==> config.mk <==
export PLATFORM = sky130hd
export DESIGN_NAME = systolic_mm_engine
export DESIGN_NICKNAME = d
export VERILOG_FILES = /design/src/rtl/systolic_pkg.sv /design/src/rtl/systolic_pe_acc.sv /design/src/rtl/systolic_mm_engine.sv
export SDC_FILE = /design/constraint.sdc
export NUM_CORES = 2
export LEC_CHECK = 0
export CAP_MARGIN = 0
export CORE_MARGIN = 4
export CORE_UTILIZATION = 64
export CTS_CLUSTER_SIZE = 12
export DETAILED_ROUTE_END_ITERATION = 8
export GPL_TIMING_DRIVEN = 1
export HOLD_SLACK_MARGIN = 0.15
export PLACE_DENSITY = 0.91
export RECOVER_POWER = 25
export SLEW_MARGIN = 40
export SYNTH_ARGS = -nofsm -noshare
export SYNTH_HDL_FRONTEND = slang
export SYNTH_SLANG_ARGS = --single-unit
==> constraint.sdc <==
create_clock -name clk -period 13.4 [get_ports clk]
set_input_delay 2.01 -clock clk [delete_from_list [all_inputs] [get_ports clk]]
set_output_delay 2.01 -clock clk [all_outputs]
set_load 0.02 [all_outputs]
==> src/rtl/systolic_pkg.sv <==
// ----------------------------------------------------------------------------
// systolic_pkg
// Shared definitions for the systolic matrix-multiply engine:
//   - state_e   : sequencer states (IDLE, LOAD, DRAIN, DONE)
//   - clog2     : ceiling log2 used for counter and accumulator widths
//   - acc_width : accumulator width derived from operand width and array size
// ----------------------------------------------------------------------------
package systolic_pkg;

   typedef enum logic [1:0] {
      IDLE  = 2'd0,
      LOAD  = 2'd1,
      DRAIN = 2'd2,
      DONE  = 2'd3
   } state_e;

   // Ceiling log2; clog2(1) = 0.
   function automatic int clog2(input int value);
      int result;
      int rem;
      result = 32'sd0;
      rem    = value - 32'sd1;
      while (rem > 32'sd0) begin
         result = result + 32'sd1;
         rem    = rem >>> 1;
      end
      return result;
   endfunction

   // A full-width product summed SIZE times never exceeds this width.
   function automatic int acc_width(input int data_width, input int size);
      return (32'sd2 * data_width) + clog2(size);
   endfunction

endpackage

==> src/rtl/systolic_pe_acc.sv <==
// ----------------------------------------------------------------------------
// systolic_pe_acc
// One output-stationary processing element.
//   clk, rst              : clock, asynchronous active-low reset
//   clear                 : synchronous accumulator clear (wins over a MAC)
//   a_in/a_in_valid       : operand arriving from the left
//   b_in/b_in_valid       : operand arriving from above
//   a_out/a_out_valid     : a_in delayed one cycle, towards the right
//   b_out/b_out_valid     : b_in delayed one cycle, towards below
//   acc                   : registered running sum of a*b
// ----------------------------------------------------------------------------
module systolic_pe_acc #(
   parameter int DATA_WIDTH = 10,
   parameter int ACC_WIDTH  = 22,
   parameter bit SIGNED     = 1'b0
) (
   input  logic                  clk,
   input  logic                  rst,
   input  logic                  clear,
   input  logic [DATA_WIDTH-1:0] a_in,
   input  logic                  a_in_valid,
   input  logic [DATA_WIDTH-1:0] b_in,
   input  logic                  b_in_valid,
   output logic [DATA_WIDTH-1:0] a_out,
   output logic                  a_out_valid,
   output logic [DATA_WIDTH-1:0] b_out,
   output logic                  b_out_valid,
   output logic [ACC_WIDTH-1:0]  acc
);

   localparam int PW = 2 * DATA_WIDTH;

   logic [PW-1:0]         a_ext_s;
   logic [PW-1:0]         b_ext_s;
   logic [PW-1:0]         prod_s;
   logic [ACC_WIDTH-1:0]  prod_acc_s;
   logic                  ext_bit_s;

   logic [DATA_WIDTH-1:0] a_d, a_q, b_d, b_q;
   logic                  a_v_d, a_v_q, b_v_d, b_v_q;
   logic [ACC_WIDTH-1:0]  acc_d, acc_q;

   // Product and next-state computation; operands are extended to the full
   // product width so the low PW bits of the multiply are exact in either mode.
   always_comb begin
      if (SIGNED) begin
         a_ext_s = {{DATA_WIDTH{a_in[DATA_WIDTH-1]}}, a_in};
         b_ext_s = {{DATA_WIDTH{b_in[DATA_WIDTH-1]}}, b_in};
      end else begin
         a_ext_s = {{DATA_WIDTH{1'b0}}, a_in};
         b_ext_s = {{DATA_WIDTH{1'b0}}, b_in};
      end
      prod_s     = a_ext_s * b_ext_s;
      ext_bit_s  = SIGNED ? prod_s[PW-1] : 1'b0;
      prod_acc_s = {{(ACC_WIDTH-PW){ext_bit_s}}, prod_s};

      a_d   = a_in;
      a_v_d = a_in_valid;
      b_d   = b_in;
      b_v_d = b_in_valid;

      // A bubble on either side means the pair is not a real product.
      if (clear) begin
         acc_d = '0;
      end else if (a_in_valid && b_in_valid) begin
         acc_d = acc_q + prod_acc_s;
      end else begin
         acc_d = acc_q;
      end
   end

   // Pass-through and accumulator registers.
   always_ff @(posedge clk or negedge rst) begin
      if (!rst) begin
         a_q   <= '0;
         a_v_q <= 1'b0;
         b_q   <= '0;
         b_v_q <= 1'b0;
         acc_q <= '0;
      end else begin
         a_q   <= a_d;
         a_v_q <= a_v_d;
         b_q   <= b_d;
         b_v_q <= b_v_d;
         acc_q <= acc_d;
      end
   end

   assign a_out       = a_q;
   assign a_out_valid = a_v_q;
   assign b_out       = b_q;
   assign b_out_valid = b_v_q;
   assign acc         = acc_q;

endmodule

==> src/rtl/systolic_mm_engine.sv <==
// ----------------------------------------------------------------------------
// systolic_mm_engine
// SIZE x SIZE output-stationary matrix multiply, C = A * B, fed one k-slice
// per beat (column k of A, row k of B).
//   clk, rst             : clock, asynchronous active-low reset
//   in_valid / in_ready  : operand beat handshake (ready in IDLE and LOAD)
//   a_col                : A[i][k] at [i*DATA_WIDTH +: DATA_WIDTH]
//   b_row                : B[k][j] at [j*DATA_WIDTH +: DATA_WIDTH]
//   out_valid / out_ready: result handshake; c is held until taken
//   c                    : C[i][j] at [(i*SIZE+j)*ACC_WIDTH +: ACC_WIDTH]
//   busy                 : high in LOAD, DRAIN and DONE
// ----------------------------------------------------------------------------
module systolic_mm_engine
   import systolic_pkg::*;
#(
   parameter  int SIZE       = 3,
   parameter  int DATA_WIDTH = 10,
   parameter  bit SIGNED     = 1'b0,
   localparam int ACC_WIDTH  = acc_width(DATA_WIDTH, SIZE)
) (
   input  logic                           clk,
   input  logic                           rst,
   input  logic                           in_valid,
   output logic                           in_ready,
   input  logic [SIZE*DATA_WIDTH-1:0]     a_col,
   input  logic [SIZE*DATA_WIDTH-1:0]     b_row,
   output logic                           out_valid,
   input  logic                           out_ready,
   output logic [SIZE*SIZE*ACC_WIDTH-1:0] c,
   output logic                           busy
);

   localparam int DW  = DATA_WIDTH;
   localparam int BCW = clog2(SIZE + 1);
   localparam int DCW = clog2(2 * SIZE + 1);
   localparam logic [BCW-1:0] LAST_BEAT  = BCW'(SIZE - 1);
   localparam logic [DCW-1:0] LAST_DRAIN = DCW'(2 * SIZE - 1);
   localparam logic [BCW-1:0] ONE_BEAT   = BCW'(32'd1);

   logic accept_s;
   logic clear_s;

   // Operand buses between PEs: a flows along a row, b down a column.
   logic [DW-1:0] a_bus_s   [SIZE][SIZE+1];
   logic          a_bus_v_s [SIZE][SIZE+1];
   logic [DW-1:0] b_bus_s   [SIZE+1][SIZE];
   logic          b_bus_v_s [SIZE+1][SIZE];

   state_e         state_d, state_q;
   logic [BCW-1:0] beat_cnt_d, beat_cnt_q;
   logic [DCW-1:0] drain_cnt_d, drain_cnt_q;
   logic           in_ready_d, in_ready_q;
   logic           out_valid_d, out_valid_q;
   logic           busy_d, busy_q;

   assign accept_s = in_valid && ((state_q == IDLE) || (state_q == LOAD));
   // Beat 0 wipes the previous result; its own products land a cycle later.
   assign clear_s  = in_valid && (state_q == IDLE);

   // Row i of A: one capture stage plus i skew stages.
   for (genvar i = 0; i < SIZE; i++) begin : g_a_skew
      logic [DW-1:0] sr_d [i+1];
      logic [DW-1:0] sr_q [i+1];
      logic          v_d  [i+1];
      logic          v_q  [i+1];

      // Shift the row operand and its valid one stage per cycle.
      always_comb begin
         sr_d[0] = a_col[i*DW +: DW];
         v_d[0]  = accept_s;
         for (int k = 1; k <= i; k++) begin
            sr_d[k] = sr_q[k-1];
            v_d[k]  = v_q[k-1];
         end
      end

      // Skew registers for row i.
      always_ff @(posedge clk or negedge rst) begin
         if (!rst) begin
            for (int k = 0; k <= i; k++) begin
               sr_q[k] <= '0;
               v_q[k]  <= 1'b0;
            end
         end else begin
            sr_q <= sr_d;
            v_q  <= v_d;
         end
      end

      assign a_bus_s[i][0]   = sr_q[i];
      assign a_bus_v_s[i][0] = v_q[i];
   end

   // Column j of B: one capture stage plus j skew stages.
   for (genvar j = 0; j < SIZE; j++) begin : g_b_skew
      logic [DW-1:0] sr_d [j+1];
      logic [DW-1:0] sr_q [j+1];
      logic          v_d  [j+1];
      logic          v_q  [j+1];

      // Shift the column operand and its valid one stage per cycle.
      always_comb begin
         sr_d[0] = b_row[j*DW +: DW];
         v_d[0]  = accept_s;
         for (int k = 1; k <= j; k++) begin
            sr_d[k] = sr_q[k-1];
            v_d[k]  = v_q[k-1];
         end
      end

      // Skew registers for column j.
      always_ff @(posedge clk or negedge rst) begin
         if (!rst) begin
            for (int k = 0; k <= j; k++) begin
               sr_q[k] <= '0;
               v_q[k]  <= 1'b0;
            end
         end else begin
            sr_q <= sr_d;
            v_q  <= v_d;
         end
      end

      assign b_bus_s[0][j]   = sr_q[j];
      assign b_bus_v_s[0][j] = v_q[j];
   end

   for (genvar i = 0; i < SIZE; i++) begin : g_row
      for (genvar j = 0; j < SIZE; j++) begin : g_col
         systolic_pe_acc #(
            .DATA_WIDTH (DW),
            .ACC_WIDTH  (ACC_WIDTH),
            .SIGNED     (SIGNED)
         ) u_pe (
            .clk         (clk),
            .rst         (rst),
            .clear       (clear_s),
            .a_in        (a_bus_s[i][j]),
            .a_in_valid  (a_bus_v_s[i][j]),
            .b_in        (b_bus_s[i][j]),
            .b_in_valid  (b_bus_v_s[i][j]),
            .a_out       (a_bus_s[i][j+1]),
            .a_out_valid (a_bus_v_s[i][j+1]),
            .b_out       (b_bus_s[i+1][j]),
            .b_out_valid (b_bus_v_s[i+1][j]),
            .acc         (c[(i*SIZE+j)*ACC_WIDTH +: ACC_WIDTH])
         );
      end
   end

   // Sequencer next state; the drain counter covers the skew plus grid depth.
   always_comb begin
      state_d     = state_q;
      beat_cnt_d  = beat_cnt_q;
      drain_cnt_d = drain_cnt_q;
      case (state_q)
         IDLE: begin
            if (accept_s) begin
               if (SIZE == 1) begin
                  state_d    = DRAIN;
                  beat_cnt_d = '0;
               end else begin
                  state_d    = LOAD;
                  beat_cnt_d = ONE_BEAT;
               end
               drain_cnt_d = '0;
            end else begin
               state_d = IDLE;
            end
         end
         LOAD: begin
            if (accept_s) begin
               if (beat_cnt_q == LAST_BEAT) begin
                  state_d     = DRAIN;
                  beat_cnt_d  = '0;
                  drain_cnt_d = '0;
               end else begin
                  beat_cnt_d = beat_cnt_q + ONE_BEAT;
               end
            end else begin
               state_d = LOAD;
            end
         end
         DRAIN: begin
            if (drain_cnt_q == LAST_DRAIN) begin
               state_d     = DONE;
               drain_cnt_d = '0;
            end else begin
               drain_cnt_d = drain_cnt_q + 1'b1;
            end
         end
         DONE: begin
            if (out_valid_q && out_ready) begin
               state_d = IDLE;
            end else begin
               state_d = DONE;
            end
         end
         default: begin
            state_d     = IDLE;
            beat_cnt_d  = '0;
            drain_cnt_d = '0;
         end
      endcase
      in_ready_d  = (state_d == IDLE) || (state_d == LOAD);
      out_valid_d = (state_d == DONE);
      busy_d      = (state_d != IDLE);
   end

   // Sequencer state, counters and registered handshake outputs.
   always_ff @(posedge clk or negedge rst) begin
      if (!rst) begin
         state_q     <= IDLE;
         beat_cnt_q  <= '0;
         drain_cnt_q <= '0;
         in_ready_q  <= 1'b1;
         out_valid_q <= 1'b0;
         busy_q      <= 1'b0;
      end else begin
         state_q     <= state_d;
         beat_cnt_q  <= beat_cnt_d;
         drain_cnt_q <= drain_cnt_d;
         in_ready_q  <= in_ready_d;
         out_valid_q <= out_valid_d;
         busy_q      <= busy_d;
      end
   end

   assign in_ready  = in_ready_q;
   assign out_valid = out_valid_q;
   assign busy      = busy_q;

endmodule

# ---- Word level (Yosys, flattened, before mapping)
# Index checks and enable logic that the tools add are counted.
dict set report word_totals {
  out_inout_bits 201
  register_bits 453
  elab_cells 124
}
dict set report op_classes {
  eq_ne 10
  reduce_logical 17
  n_mux 33
  addsub 11
  mul 9
}
# cell count
set ops {}
lappend ops {{$mux W22} 18}
lappend ops {{$add A22 B20 Y22} 9}
lappend ops {{$mul A10 B10 Y20} 9}
lappend ops {{$mux W2} 7}
lappend ops {{$reduce_bool A2 Y1} 7}
lappend ops {{$mux W3} 4}
lappend ops {{$pmux W3 S3} 1}
lappend ops {{$eq A2 B2 Y1 const B} 4}
lappend ops {{$pmux W2 S4} 1}
lappend ops {{$eq A2 B1 Y1 const B} 2}
lappend ops {{$logic_not A2 Y1} 2}
lappend ops {{$ne A2 B2 Y1 const B} 2}
lappend ops {{$pmux W2 S2} 1}
lappend ops {{$reduce_and A4 Y1} 1}
lappend ops {{$add A3 B1 Y3 const B} 1}
lappend ops {{$eq A3 B3 Y1 const B} 1}
lappend ops {{$logic_and A1 B1 Y1} 3}
lappend ops {{$reduce_and A3 Y1} 1}
lappend ops {{$reduce_bool A3 Y1} 1}
lappend ops {{$add A2 B1 Y2 const B} 1}
lappend ops {{$logic_or A1 B1 Y1} 2}
lappend ops {{$ne A2 B1 Y1 const B} 1}
lappend ops {{$mux W1} 1}

# ---- Depth between registers and ports, before layout
dict set report logic_depth {
  word_depth 7
  ltp_mapped 23
}

# ---- By module
# From an unflattened synthesis, not the netlist that was laid out.
dict set report unflattened {
  hier_cells 5761
  hier_area_um2 54383.4
}
# mod area_per_inst_um2 cells_per_inst seq_area_each_um2 instances
set by_module_without_submodules {}
lappend by_module_without_submodules {{systolic_pe_acc at g_row[0].g_col[2].u_pe ...} 5728.0 634 1101.1 5}
lappend by_module_without_submodules {{systolic_pe_acc at g_row[0].g_col[0].u_pe ...} 5472.7 597 1101.1 2}
lappend by_module_without_submodules {{systolic_pe_acc at g_row[2].g_col[2].u_pe} 5662.9 622 1101.1 1}
lappend by_module_without_submodules {{systolic_pe_acc at g_row[2].g_col[1].u_pe} 5537.8 603 1101.1 1}
lappend by_module_without_submodules {systolic_mm_engine 3597.2 172 3329.4 1}

# ---- Worst setup path before layout
# OpenSTA, ideal clock, no wires.
dict set report synth_path {
  path_kind {register to register}
  start {reg g_row[0].g_col[1].u_pe.b_q[4]}
  end {reg g_row[1].g_col[1].u_pe.acc_q[21]}
  required_time_ps 13280
  setup_ps 120
  t_arrival_ps 5183
  path_slack_ps 8097
  period_less_slack_ps 5303
  stages_incl_launch_ff 23
  path_cell_list {dfrtp_1 > clkbuf_1 > and2_1 > fa_1 > inv_1 > fa_1 > inv_1 > fa_1 > fa_1 > inv_1 > fa_1 > inv_1 > ha_1 > clkbuf_1 > a21oi_1 > a21boi_0 > a211oi_1 > a31oi_1 > a41oi_1 > a31oi_1 > xor2_1 > a21oi_1 > a31o_2}
}
dict set report synth_between {
  elab_chain_len 4
}
# item line
set synth_lines {}
lappend synth_lines {{from (decl)} systolic_pe_acc.sv:39} ;# logic [DATA_WIDTH-1:0] a_d, a_q, b_d, b_q;
lappend synth_lines {{from (signal assigned)} systolic_pe_acc.sv:77} ;# b_q <= '0;
lappend synth_lines {{from (signal assigned)} systolic_pe_acc.sv:83} ;# b_q <= b_d;
lappend synth_lines {{$mul A10 B10 Y20} systolic_pe_acc.sv:53} ;# prod_s = a_ext_s * b_ext_s;
lappend synth_lines {{$add A22 B20 Y22} systolic_pe_acc.sv:66} ;# acc_d = acc_q + prod_acc_s;
lappend synth_lines {{$mux W22} systolic_pe_acc.sv:65} ;# end else if (a_in_valid && b_in_valid) begin
lappend synth_lines {{$mux W22} systolic_pe_acc.sv:63} ;# if (clear) begin
lappend synth_lines {{to (signal assigned)} systolic_pe_acc.sv:79} ;# acc_q <= '0;
lappend synth_lines {{to (signal assigned)} systolic_pe_acc.sv:85} ;# acc_q <= acc_d;
lappend synth_lines {{to (decl)} systolic_pe_acc.sv:41} ;# logic [ACC_WIDTH-1:0] acc_d, acc_q;
# No other way between the ends. The select of a mux whose other input is x is not followed.
# A chain may end at the register's enable or synchronous reset.

# ---- Worst setup path in the final report
dict set report layout_path {
  start {reg g_row[1].g_col[0].u_pe.b_q[1]}
  end {reg g_row[2].g_col[0].u_pe.acc_q[21]}
}
dict set report layout_between {
  elab_chain_len 4
}
# item line
set layout_lines {}
lappend layout_lines {{from (decl)} systolic_pe_acc.sv:39}
lappend layout_lines {{from (signal assigned)} systolic_pe_acc.sv:77}
lappend layout_lines {{from (signal assigned)} systolic_pe_acc.sv:83}
lappend layout_lines {{$mul A10 B10 Y20} systolic_pe_acc.sv:53}
lappend layout_lines {{$add A22 B20 Y22} systolic_pe_acc.sv:66}
lappend layout_lines {{$mux W22} systolic_pe_acc.sv:65}
lappend layout_lines {{$mux W22} systolic_pe_acc.sv:63}
lappend layout_lines {{to (signal assigned)} systolic_pe_acc.sv:79}
lappend layout_lines {{to (signal assigned)} systolic_pe_acc.sv:85}
lappend layout_lines {{to (decl)} systolic_pe_acc.sv:41}
# No other way between the ends. The select of a mux whose other input is x is not followed.

==> flow_summary.yaml <==
synth:
  synth_top_cell_area_share_pct: 29.3
  arithmetic_cell_share_of_the_synthesized_area_counting_full_adders_half_adders_and_majority_gates_pct: 42.4
  share_of_synthesized_flip_flops_with_an_asynchronous_set_or_reset_pct: 100
  synth-simple-area-share_pct: 13.6
  synthFlopType: "sky130_fd_sc_hd__dfrtp_1"
  syn-instance-count: 5290
  synth.ff_latch_count: 453
  postSynthNetCount: 6623
  synth_compound_area_share_pct: 5.69
  yosys.area_share.xor_xnor_pct: 2.48
  dominant_combinational_cell_family_by_area_after_synthesis: "adder cells"
  yosys_warnings: 0
  synth_enable_flop_cells: 0
  mappedNetlistArea_sq_um: 50500
  yosys-mux-area-fraction_pct: 2.72
  seq_area_frac_synth_pct: 22.5
  synth_top_area_cell: "sky130_fd_sc_hd__fa_1"
  synth.distinct_cells: 71
  synthTopCellsByArea: "sky130_fd_sc_hd__fa_1 29%, sky130_fd_sc_hd__dfrtp_1 22%, sky130_fd_sc_hd__ha_1 13%"
  mean_cell_area_of_the_mapped_netlist_sq_um: 9.54
worst_hold_path:
  worst_hold_path_type: "register to register"
clocking:
  ctsRootBufferMaster: "sky130_fd_sc_hd__clkbuf_16"
  postCtsResizedCells: 0
  clkSlewWorstSetupHoldPaths_ps: 70
  tritoncts_clock_tree: "built"
  cts_hold_repair.buffers: 0
  ctsLongestPathBuffers: 3
  postCtsSetupBuffers: 0
  clkSinkCount: 453
  worstSkewPairLatency_ps: 630
  h_tree_level_count: 2
  cts_buffers: 54
run:
  cap_viol_max_count: 3
detailed_routing:
  via_count: 36748
  totalWireLength_um: 125000
  number_of_iterations_in_the_first_detailed_routing_pass: 5
  detail_route.drc_violations: 0
  antenna_left: 0
  detail_route.wl_per_cell_um: 19.2
  drt-vias-per-instance: 5.64
  first_iter_violations: 2325
global_routing:
  grt.overflow.total: 0
  groute.layer.met1.usage_pct: 37.2
  grt.busiest_layer: "met2"
  grt.total_usage_pct: 31.1
  grt_antenna_before_repair: 3
  met2_usage_pct: 53.9
  grt_start_max_net_pins: 78
  grtUsageMet3_pct: 6.17
  grt_first_pass_wirelength_um: 207000
  grt_pass1_vias: 41043
sta:
  worst_slew_pin_slew_ps: 3220
  hold_viol: 0
  slew_violations: 132
  tightest_slew_margin_relative_to_the_limit_pct: -115
  grt_setup_unrepaired: "no"
  fmaxAchievable_ghz: 0.167
  clock-skew-final_ps: 26.9
  post-route-period-util_pct: 44.8
  finalSetupViolations: 0
  period_needed_ps: 6000
  hold_ws_ps: 344
  tns_ps: 0
cells_and_area:
  most-common-layout-cells: "1,233 x sky130_fd_sc_hd__inv_1, 738 x sky130_fd_sc_hd__fa_1, 569 x sky130_fd_sc_hd__nand2_1, 531 x sky130_fd_sc_hd__ha_1, 450 x sky130_fd_sc_hd__dfrtp_1"
  areaGrowthSynthToFinish_pct: 10.4
  antenna-diode-count: 0
  net_count_of_the_finished_layout: 6766
  layout_commonest_cell: "sky130_fd_sc_hd__inv_1"
  post_route_cells_drive_above_1_share_pct: 2.50
placed_design:
  hpwl_um: 99400
  port_buffers: 264
  place.gp.congestion: 0.929
floorplan:
  die_area_sq_um: 83400
  die_height_um: 289
  initial_core_util_pct: 64.8
  core-area_sq_um: 77800
  num_rows: 102
  die_w_um: 289
  pin_count: 265
critical_path:
  critical_path_peak_fanout: 10
  startpoint_type: "register"
  path_class: "register to register"
  worstPathArrival_ps: 6510
  setup.worst_path.end_class: "register"
  required_ps: 13920
run_status:
  violations_in_the_final_reports: "capacitance limit, slew limit"
  outcome: "finished, violations left"
[layout make-up]
class / count / area [sq um]
flip-flops and latches: 453 / 11300
well taps: 1040 / 1300
clock inverters: 25 / 367
clock buffers: 75 / 1520
multi-input cells: 3412 / 33800
fillers: 5350 / 22100
inverters: 1234 / 4630
repair buffers: 278 / 2770
[routing by layer]
| layer | vias up | routed length [um] |
|---|---|---|
| met3 | 436 | 9170 |
| met4 | 4 | 7030 |
| met1 | 18540 | 46200 |
| met5 | - | 22 |
| li1 | 16295 | - |
| met2 | 1473 | 62500 |
[per-stage QoR]
stage / setup WS (ps) / cells / instance area (sq um) / util (%)
floorplan: 8100 / 5290 / 50500 / -
detailed placement: 7450 / 6417 / 53900 / 69.2
global placement: 7670 / 6416 / 53800 / 69.1
finish: 7400 / 6517 / 55700 / 71.6
CTS: 7450 / 6517 / 55700 / 71.6
global route: 7120 / 6517 / 55700 / 71.6
[worst paths after layout]
check,from,to,slack [ps],cells past startpoint
worst min-delay path,g_b_skew[2].sr_d[12],g_b_skew[2].sr_d[2],340,0
worst max register to register,g_row[1].g_col[0].u_pe.b_out[1],g_row[2].g_col[0].u_pe.acc[21],7400,19
max in group asynchronous,rst,g_row[0].g_col[0].u_pe.a_out_valid,8780,3
worst max-delay path,g_row[1].g_col[0].u_pe.b_out[1],g_row[2].g_col[0].u_pe.acc[21],7400,19
worst min register to register,g_b_skew[2].sr_d[12],g_b_skew[2].sr_d[2],340,0
min in group asynchronous,rst,g_row[1].g_col[2].u_pe.acc[8],2240,1
[synth_stat cells (30+ instances only)]
library cell,n
sky130_fd_sc_hd__nand3_1,38
sky130_fd_sc_hd__nand2_1,569
sky130_fd_sc_hd__nor3_1,30
sky130_fd_sc_hd__clkbuf_1,176
sky130_fd_sc_hd__nor2_1,253
sky130_fd_sc_hd__fa_1,738
sky130_fd_sc_hd__dfrtp_1,452
sky130_fd_sc_hd__o21ai_0,83
sky130_fd_sc_hd__and2_1,432
sky130_fd_sc_hd__xor2_1,35
sky130_fd_sc_hd__ha_1,531
sky130_fd_sc_hd__mux2i_1,135
sky130_fd_sc_hd__xnor2_1,108
sky130_fd_sc_hd__inv_1,1234
sky130_fd_sc_hd__a21o_1,63
sky130_fd_sc_hd__a21oi_1,125
[kinds of logic after synthesis]
logic type / Yosys count
adder cells (fa/ha/maj): 1269
buffers and inverters: 1425
multiplexers: 137
flip-flops: 453
XOR/XNOR: 143
AND/OR/NAND/NOR: 1428
AO/OA/AOI/OAI: 435
[state kept, by name (all words and copies together), names as in the netlist]
signal	cells
in_ready	1
g_b_skew.sr_q	10
busy	1
g_a_skew.sr_d	30
beat_cnt_q	2
out_valid	1
g_row.g_col.u_pe.b_out	60
g_row.g_col.u_pe.a_out_valid	4
g_a_skew.sr_q	10
g_row.g_col.u_pe.acc	198
a_bus_s	20
g_row.g_col.u_pe.a_out	60
b_bus_s	20
g_b_skew.sr_d	30
drain_cnt_q	3
state_q	2
g_b_skew.v_d	1
[worst max-delay path, cell delays in order (launching register included)]
cell,delay (ps)
sky130_fd_sc_hd__dfrtp_1,750
sky130_fd_sc_hd__nand2_1,170
sky130_fd_sc_hd__fa_1,550
sky130_fd_sc_hd__inv_1,50
sky130_fd_sc_hd__fa_1,490
sky130_fd_sc_hd__inv_1,50
sky130_fd_sc_hd__fa_1,520
sky130_fd_sc_hd__inv_1,50
sky130_fd_sc_hd__fa_1,510
sky130_fd_sc_hd__fa_1,440
sky130_fd_sc_hd__ha_1,320
sky130_fd_sc_hd__o21a_1,120
sky130_fd_sc_hd__nor2_1,170
sky130_fd_sc_hd__inv_1,90
sky130_fd_sc_hd__a41oi_1,500
sky130_fd_sc_hd__o21ai_0,250
sky130_fd_sc_hd__a221oi_1,330
sky130_fd_sc_hd__xnor2_1,180
sky130_fd_sc_hd__a21oi_1,100
sky130_fd_sc_hd__a31o_2,250
Power is not shown: default switching activity piles up to over one toggle a cycle in this logic, so the estimate is an artifact.
